**src/rtl/mlaccel_pkg.sv**
```systemverilog
// rtl/mlaccel_pkg.sv - opcodes, status bit positions and FSM encoding for the command sequencer
package mlaccel_pkg;

    localparam logic [7:0] CMD_STATUS = 8'h20;
    localparam logic [7:0] CMD_WRBUF  = 8'h21;
    localparam logic [7:0] CMD_RDBUF  = 8'h22;
    localparam logic [7:0] CMD_DMA_WR = 8'h23;
    localparam logic [7:0] CMD_DMA_RD = 8'h24;
    localparam logic [7:0] CMD_RUN    = 8'h25;

    localparam int STAT_ERR  = 7;
    localparam int STAT_CORE = 1;
    localparam int STAT_DMA  = 0;

    typedef enum logic [2:0] {
        ST_IDLE   = 3'd0,
        ST_CMD    = 3'd1,
        ST_ARG    = 3'd2,
        ST_WRBUF  = 3'd3,
        ST_RDBUF  = 3'd4,
        ST_STATUS = 3'd5,
        ST_DRAIN  = 3'd6
    } state_t;

endpackage

```
**src/rtl/mlaccel_cmdseq.sv**
```systemverilog
// rtl/mlaccel_cmdseq.sv - host command sequencer: buffer access, DMA and kernel launch
module mlaccel_cmdseq
    import mlaccel_pkg::*;
#(
    parameter int BUF_AW = 10,
    parameter int MEM_AW = 16
) (
    input  logic              clock,
    input  logic              reset,
    input  logic              rx_start,
    input  logic              rx_end,
    input  logic              rx_valid,
    input  logic [7:0]        rx_data,
    output logic [7:0]        tx_data,
    input  logic              tx_ack,
    output logic              buf_we,
    output logic [BUF_AW-1:0] buf_waddr,
    output logic [7:0]        buf_wdata,
    output logic [BUF_AW-1:0] buf_raddr,
    input  logic [7:0]        buf_rdata,
    output logic              dma_start,
    output logic              dma_dir,
    output logic [MEM_AW-1:0] dma_addr,
    output logic [8:0]        dma_nwords,
    input  logic              dma_busy,
    output logic              run_start,
    output logic [MEM_AW-1:0] run_addr,
    input  logic              core_busy,
    output logic              err
);

    state_t     state;
    logic [7:0] op;
    logic [7:0] arg0;
    logic [7:0] arg1;
    logic [1:0] arg_cnt;
    logic [7:0] status_byte;
    logic       any_busy;

    assign any_busy = dma_busy | core_busy;

    // dma_start counts as busy so the host never sees 0x00 before the engine reacts
    always_comb begin
        status_byte            = 8'h00;
        status_byte[STAT_ERR]  = err;
        status_byte[STAT_CORE] = core_busy;
        status_byte[STAT_DMA]  = dma_busy | dma_start;
    end

    always_comb begin
        tx_data = 8'h00;
        case (state)
            ST_STATUS: tx_data = status_byte;
            ST_RDBUF:  tx_data = buf_rdata;
            default:   tx_data = 8'h00;
        endcase
    end

    always_ff @(posedge clock or posedge reset) begin
        if (reset) begin
            state      <= ST_IDLE;
            op         <= 8'h00;
            arg0       <= 8'h00;
            arg1       <= 8'h00;
            arg_cnt    <= 2'd0;
            buf_we     <= 1'b0;
            buf_waddr  <= '0;
            buf_wdata  <= 8'h00;
            buf_raddr  <= '0;
            dma_start  <= 1'b0;
            dma_dir    <= 1'b0;
            dma_addr   <= '0;
            dma_nwords <= 9'd0;
            run_start  <= 1'b0;
            run_addr   <= '0;
            err        <= 1'b0;
        end else begin
            dma_start <= 1'b0;
            run_start <= 1'b0;
            buf_we    <= 1'b0;
            if (buf_we)
                buf_waddr <= buf_waddr + BUF_AW'(1);
            // clear first so any error raised in the same cycle is kept
            if (state == ST_STATUS && tx_ack && status_byte[STAT_ERR])
                err <= 1'b0;

            if (rx_start) begin
                state     <= ST_CMD;
                buf_waddr <= '0;
                buf_raddr <= '0;
                arg_cnt   <= 2'd0;
            end else if (rx_end) begin
                state   <= ST_IDLE;
                arg_cnt <= 2'd0;
            end else begin
                case (state)
                    ST_CMD: if (rx_valid) begin
                        op      <= rx_data;
                        arg_cnt <= 2'd0;
                        case (rx_data)
                            CMD_STATUS: state <= ST_STATUS;
                            CMD_WRBUF:  state <= ST_WRBUF;
                            CMD_RDBUF:  state <= ST_RDBUF;
                            CMD_DMA_WR, CMD_DMA_RD, CMD_RUN: state <= ST_ARG;
                            default: begin
                                state <= ST_DRAIN;
                                err   <= 1'b1;
                            end
                        endcase
                    end
                    ST_ARG: if (rx_valid) begin
                        arg_cnt <= arg_cnt + 2'd1;
                        case (arg_cnt)
                            2'd0: arg0 <= rx_data;
                            2'd1: begin
                                arg1 <= rx_data;
                                if (op == CMD_RUN) begin
                                    state <= ST_DRAIN;
                                    if (any_busy) begin
                                        err <= 1'b1;
                                    end else begin
                                        run_start <= 1'b1;
                                        run_addr  <= MEM_AW'({rx_data, arg0});
                                    end
                                end
                            end
                            default: begin
                                state <= ST_STATUS;
                                if (any_busy) begin
                                    err <= 1'b1;
                                end else begin
                                    dma_start  <= 1'b1;
                                    dma_dir    <= (op == CMD_DMA_RD);
                                    dma_addr   <= MEM_AW'({arg1, arg0});
                                    dma_nwords <= (rx_data == 8'h00) ? 9'd256 : {1'b0, rx_data};
                                end
                            end
                        endcase
                    end
                    ST_WRBUF: if (rx_valid) begin
                        buf_we    <= 1'b1;
                        buf_wdata <= rx_data;
                        if (dma_busy)
                            err <= 1'b1;
                    end
                    ST_RDBUF: if (tx_ack) begin
                        buf_raddr <= buf_raddr + BUF_AW'(1);
                        if (dma_busy)
                            err <= 1'b1;
                    end
                    default: ;
                endcase
            end
        end
    end

endmodule

```
**config.mk**
```make
export PLATFORM = sky130hd
export DESIGN_NAME = mlaccel_cmdseq
export DESIGN_NICKNAME = d
export VERILOG_FILES = /design/src/rtl/mlaccel_pkg.sv /design/src/rtl/mlaccel_cmdseq.sv
export SDC_FILE = /design/constraint.sdc
export NUM_CORES = 1
export LEC_CHECK = 0
export ABC_AREA = 1
export ABC_CLOCK_PERIOD_IN_PS = 8600
export CAP_MARGIN = 20
export CORE_MARGIN = 1.5
export CORE_UTILIZATION = 54
export CTS_BUF_LIST = sky130_fd_sc_hd__clkbuf_8 sky130_fd_sc_hd__clkbuf_16
export DETAILED_ROUTE_END_ITERATION = 8
export PLACE_DENSITY = 0.85
export SKIP_LAST_GASP = 1
export SLEW_MARGIN = 20
export SYNTH_ARGS = -nofsm -noshare
export SYNTH_HDL_FRONTEND = slang
export SYNTH_SLANG_ARGS = --single-unit
```
**constraint.sdc**
```tcl
create_clock -name clock -period 8.6 [get_ports clock]
set_input_delay 1.29 -clock clock [delete_from_list [all_inputs] [get_ports clock]]
set_output_delay 1.29 -clock clock [all_outputs]
set_load 0.03 [all_outputs]
```
==> flow_summary.toml, run 1 <==
[run_status]
outcome = "completed"

[clocking]
worst_case_clock_buffer_depth = 2
clk_pin_slew_ns = 0.10
cts.htree.levels = 3
tritoncts = "built"
clock-sinks = 103
clockRootBuffer = "sky130_fd_sc_hd__clkbuf_8"
post_cts_sizing_count = 0
hold_fix_buffers_cts = 0
postCtsSetupBuffers = 0
worstSkewPairLatency_ns = 0.38
tritoncts.num_buffers = 9

[hold_path]
min_path_type = "reg2reg"

[route]
post-route-drc-count = 0
detailroute.via_count = 3772
route.detailed.wl_per_inst_um = 14.17
detailedRoute.firstIterationViolations = 203
firstDrtPassIters = 5
ant_nets = 0
via_per_inst = 5.224
drt-total-wl_um = 10230

[final_layout]
area_growth_syn_to_layout_pct = 28.56
layout.nets = 640
final_layout_size_suffix_gt1_share_pct = 10.53
fillers = 604
most_common_cell_after_layout_fill_and_taps_aside = "sky130_fd_sc_hd__nand2_1"
final_cell_mix = "sky130_fd_sc_hd__nand2_1, sky130_fd_sc_hd__clkdlybuf4s50_1, sky130_fd_sc_hd__dfrtp_1"
seqCellArea_sq_mm = 0.002577
multi_input_comb_area_sq_mm = 0.001689
num_antenna_cells = 0

[power_and_ir_drop]
power.share.combinational_pct = 15.9
swShare_pct = 29.86
sequential_fraction_of_design_power_pct = 53.1
netSwitchingPower_uw = 307.8
peakVddDrop_v = 0.0001565
p_leak_nw = 2.729
intPower_uw = 723.1
p_per_area_mw_per_mm2 = 175.0
share_clk_of_total_power_pct = 31.0
post-layout-total-power_mw = 1.031

[place]
place_congestion = 0.8334
dp_hpwl_um = 7292
port_buffers = 105

[sta]
setup_total_negative_slack_ns = 0
max_freq_mhz = 254.7
timing.slew.headroom_pct = 45.18
skew_ns = 0.01089
final_max_slew_viol_count = 0
total_setup_violations_reported_at_the_end_of_the_flow = 0
fin_crit_sh_pct = 45.66
final_hold_viol_count = 0
grt_setup_unrepaired = "no"
tightestPinTransition_ns = 0.8193
min_period_ns = 3.927

[grt]
grt_max_degree = 57
vias_in_the_first_global_route = 3624
grt_overflow_total = 0
grt_pass1_wl_um = 16970
antenna_found_initial = 0
global_route.usage.total_pct = 24.35

[die]
io_pins = 106
floorplan.rows = 33
core_area_sq_mm = 0.008217
design.die.area_sq_mm = 0.009049
floorplan.initialDensity_pct = 55.78
die_width_um = 95.13
floorplan_die_height_um = 95.13

[logic_synthesis]
netlist_instances = 508
synth.yosys.seq_area_share_pct = 56.24
largest_cells_by_area_after_synthesis = "sky130_fd_sc_hd__dfrtp_1, sky130_fd_sc_hd__nand2_1, sky130_fd_sc_hd__o21ai_0, sky130_fd_sc_hd__o21ai_2, sky130_fd_sc_hd__inv_1"
netlist.top_cell.by_area = "sky130_fd_sc_hd__dfrtp_1"
synth_area_sq_mm = 0.004583
number_of_flip_flops_and_latches_in_the_synthesized_netlist = 103
synth.net_count = 536
average_size_of_a_mapped_cell_sq_um = 9.022
yosys.cell_types.count = 34
yosysWarningCount = 0
yosysTopAreaCellShare_pct = 56.24

[critical_path]
crit_path_start_kind = "input pin"
critical_path_class = "in2out"
arrival_ns = 2.64
critical_path.endpoint_type = "primary output"
critical_path_peak_fanout = 3
cp.required_ns = 7.31

[job]
drv.max_cap_violation_count = 0
==> power by group through the flow <==
stage,Clock (mW),Combinational (mW),Sequential (mW)
after floorplan,0,0.0768,0.576
after CTS,0.322,0.165,0.546
after global placement,0,0.159,0.553
final,0.319,0.164,0.547
after global routing,0.341,0.184,0.551
after detailed placement,0,0.165,0.555
==> per-layer routing <==
| layer | wire length [um] | up-vias | GRT usage, % |
|---|---|---|---|
| li1 | - | 1839 | - |
| met1 | 4397 | 1811 | 31.16 |
| met2 | 5143 | 102 | 41.84 |
| met3 | 494 | 20 | 4.226 |
| met4 | 197 | 0 | 8.085 |
| met5 | 0 | - | 0 |
==> logic make-up after synthesis <==
logic type               after synthesis  share of synthesized area [%]
adder cells (fa/ha/maj)                4                          1.092
AND/OR/NAND/NOR                      226                          21.79
buffers and inverters                 71                          6.907
flip-flops                           103                          56.24
XOR/XNOR                               4                         0.7645
AO/OA/AOI/OAI                        100                          13.21
==> Yosys cell counts, drive strengths merged <==
cell / count
o211ai: 1
nor2: 39
nand2: 149
or2: 1
a21oi: 10
o221ai: 1
xor2: 2
clkinv: 2
nor3: 15
nor3b: 1
inv: 56
nand3: 18
xnor2: 2
ha: 4
buf: 11
a22o: 2
nand4: 3
clkbuf: 2
dfrtp: 103
a31oi: 2
o31ai: 1
o21ai: 83
==> path summary, 6_finish.rpt <==
check | end | cells after the start | slack, ns | start
worst max-delay path | tx_data[0] | 4 | 4.67 | dma_busy
worst min-delay path | dma_addr[13] | 2 | 0.48 | arg1[5]
worst max register to register | dma_nwords[8] | 8 | 6.34 | arg_cnt[0]
worst min register to register | dma_addr[13] | 2 | 0.48 | arg1[5]
max in group asynchronous | run_addr[6] | 3 | 6.17 | reset
min in group asynchronous | buf_raddr[9] | 2 | 1.32 | reset
==> critical path, cell delays in order <==
cell	delay (ns)
sky130_fd_sc_hd__clkdlybuf4s50_1	0.49
sky130_fd_sc_hd__o21ai_0	0.09
sky130_fd_sc_hd__nand2_1	0.09
sky130_fd_sc_hd__clkdlybuf4s50_1	0.68
==> sequential cells by signal (all words and copies together) (netlist names), 2 cells and up <==
signal and flops:
arg0 8, arg1 8, arg_cnt 2, buf_raddr 10, buf_waddr 10, buf_wdata 8
dma_addr 16, dma_nwords 9, op 8, run_addr 16, state 3
==> cell type report <==
type	count	area share [%]
clock buffers	9	2.102
clock inverters	7	1.444
inverters	58	3.844
multi-input cells	334	28.67
flip-flops and latches	103	43.75
well taps	105	2.230
repair buffers	106	17.97
==> per-stage QoR <==
stage          cells  cell area (sq um)  setup WS [ns]  utilization, %  hold WS [ns]
6_report         722               5892          4.673           71.71        0.4785
5_1_grt          722               5892          4.647           71.71        0.5165
4_1_cts          722               5892          4.671           71.71        0.4856
3_5_place_dp     706               5683          4.668           69.16        0.4590
3_3_place_gp     706               5683          4.711           69.16        0.4630
2_1_floorplan    508               4583          4.606               -        0.4422
No activity file was read; power rests on OpenSTA's default activity.
==> run 2: changes to the inputs <==
--- a/config.mk
+++ b/config.mk
@@ -6,13 +6,13 @@
 export NUM_CORES = 1
 export LEC_CHECK = 0
 export ABC_AREA = 1
-export ABC_CLOCK_PERIOD_IN_PS = 8600
+export ABC_CLOCK_PERIOD_IN_PS = 3900
 export CAP_MARGIN = 20
 export CORE_MARGIN = 1.5
-export CORE_UTILIZATION = 54
+export CORE_UTILIZATION = 50
 export CTS_BUF_LIST = sky130_fd_sc_hd__clkbuf_8 sky130_fd_sc_hd__clkbuf_16
 export DETAILED_ROUTE_END_ITERATION = 8
-export PLACE_DENSITY = 0.85
+export PLACE_DENSITY = 0.8
 export SKIP_LAST_GASP = 1
 export SLEW_MARGIN = 20
 export SYNTH_ARGS = -nofsm -noshare
==> constraint.sdc (replaced) <==
create_clock -name clock -period 3.9 [get_ports clock]
set_input_delay 0.585 -clock clock [delete_from_list [all_inputs] [get_ports clock]]
set_output_delay 0.585 -clock clock [all_outputs]
set_load 0.03 [all_outputs]
==> flow_summary.toml, run 2 (same netlist as run 1, synthesis figures left out) <==
[run_status]
outcome = "finished, violations left"
failed_checks = "design-rule violations"

[critical_path]
cp.required_ns = 3.31
critical_path.startpoint = "state[0]"
arrival_ns = 2.18
critical_path_peak_fanout = 4
r2r_start = "arg_cnt[0]"
critical_path.endpoint_type = "primary output"
slack_of_the_worst_reg_to_reg_path_ns = 1.80
critical_path_class = "reg2out"
crit_path_start_kind = "flip-flop"
ff2ff_path_depth = 8
end_of_the_worst_register_to_register_path = "dma_nwords[5]"

[die]
design.die.area_sq_mm = 0.009750
floorplan.initialDensity_pct = 52.05
floorplan_die_height_um = 98.74
core_area_sq_mm = 0.008806
floorplan.rows = 34
io_pins = 106
die_width_um = 98.74

[sta]
worst_hold_slack_ns = 0.4784
skew_ns = 0.01119
setup_total_negative_slack_ns = 0
max_freq_mhz = 362.3
setup_slack_ns = 1.140
timing.slew.headroom_pct = 50.13
tightestPinTransition_ns = 0.7481
total_setup_violations_reported_at_the_end_of_the_flow = 0
fin_crit_sh_pct = 70.78
final_hold_viol_count = 0
min_period_ns = 2.760
grt_setup_unrepaired = "no"
final_max_slew_viol_count = 0

[grt]
vias_in_the_first_global_route = 3735
grt_pass1_wl_um = 17800
grt_max_degree = 64
antenna_found_initial = 0
grt_overflow_total = 0
global_route.usage.total_pct = 22.93

[final_layout]
post-route-util_pct = 66.74
layout.nets = 642
largestRegisters = "dma_addr x16, run_addr x16"
final_cell_mix = "sky130_fd_sc_hd__nand2_1, sky130_fd_sc_hd__clkdlybuf4s50_1, sky130_fd_sc_hd__dfrtp_1"
num_antenna_cells = 0
multi_input_comb_area_sq_mm = 0.001689
fillers = 725
seqCellArea_sq_mm = 0.002577
most_common_cell_after_layout_fill_and_taps_aside = "sky130_fd_sc_hd__nand2_1"
final_layout_size_suffix_gt1_share_pct = 10.50
area_growth_syn_to_layout_pct = 28.23

[clocking]
postCtsSetupBuffers = 0
clock-sinks = 103
hold_fix_buffers_cts = 0
cts.htree.levels = 3
clk_pin_slew_ns = 0.10
clockRootBuffer = "sky130_fd_sc_hd__clkbuf_8"
worstSkewPairLatency_ns = 0.36
tritoncts.num_buffers = 9
tritoncts = "built"
worst_case_clock_buffer_depth = 2
post_cts_sizing_count = 0

[power_and_ir_drop]
post-layout-total-power_mw = 2.172
peakVddDrop_v = 0.0002274
p_per_area_mw_per_mm2 = 369.6
p_leak_nw = 2.726

[route]
drt-total-wl_um = 10540
via_per_inst = 5.227
route.detailed.wl_per_inst_um = 14.50
detailroute.wirelength.met2_um = 5312
top_layer = "met4"
ant_nets = 0
routedLengthMet1_um = 4521
firstDrtPassIters = 7
detailedRoute.firstIterationViolations = 203
post-route-drc-count = 7
met3RoutedLength_um = 542
detailroute.via_count = 3800

[job]
drv.max_cap_violation_count = 0

[hold_path]
min_path_type = "reg2reg"
holdPathStages = 2
holdPathEnd = "dma_addr[14]"
holdCritStartpoint = "arg1[6]"

[place]
place_congestion = 0.8686
dp_hpwl_um = 7670
pre_cts_slack_ns = 1.062
port_buffers = 105
==> run 2: worst max-delay path by stage <==
stage                    end  slack, ns  cells past startpoint
4_1_cts           tx_data[0]       1.14                      5
2_1_floorplan        arg0[0]       0.61                      1
6_report          tx_data[0]       1.14                      5
3_3_place_gp     dma_addr[2]       1.15                      9
5_1_grt           tx_data[0]       1.03                      5
3_5_place_dp   dma_nwords[5]       1.06                     10
==> run 2: power by group <==
| group | switching [mW] | total (mW) | internal [mW] |
|---|---|---|---|
| registers | 0.0544 | 1.20 | 1.15 |
| logic | 0.228 | 0.364 | 0.136 |
| clock network | 0.359 | 0.606 | 0.248 |
| total | 0.641 | 2.17 | 1.53 |
==> run 2: stage by stage <==
stage / instances / cell area [sq um]
global route: 727 / 5877
finish: 727 / 5877
CTS: 727 / 5877
detailed placement: 711 / 5702
global placement: 711 / 5702
floorplan: 508 / 4583
==> run 2: layer usage <==
metal	vias up	global-route usage (%)
met1	1832	30.66
li1	1845	-
met3	14	4.043
met5	-	0
met4	0	9.670
met2	109	37.19
==> run 2: cell type report <==
| cell class | count | share of cell area, % |
|---|---|---|
| well taps | 108 | 2.299 |
| clock buffers | 10 | 2.342 |
| multi-input cells | 334 | 28.74 |
| clock inverters | 6 | 0.6387 |
| repair buffers | 108 | 18.27 |
| flip-flops and latches | 103 | 43.86 |
| inverters | 58 | 3.854 |
==> run 2: critical path, cell delays in order (launching register included) <==
cell and delay, ns:
sky130_fd_sc_hd__dfrtp_1 0.42, sky130_fd_sc_hd__inv_1 0.10, sky130_fd_sc_hd__nor3_1 0.39, sky130_fd_sc_hd__o21ai_0 0.16, sky130_fd_sc_hd__nand2_1 0.08, sky130_fd_sc_hd__clkdlybuf4s50_1 0.67
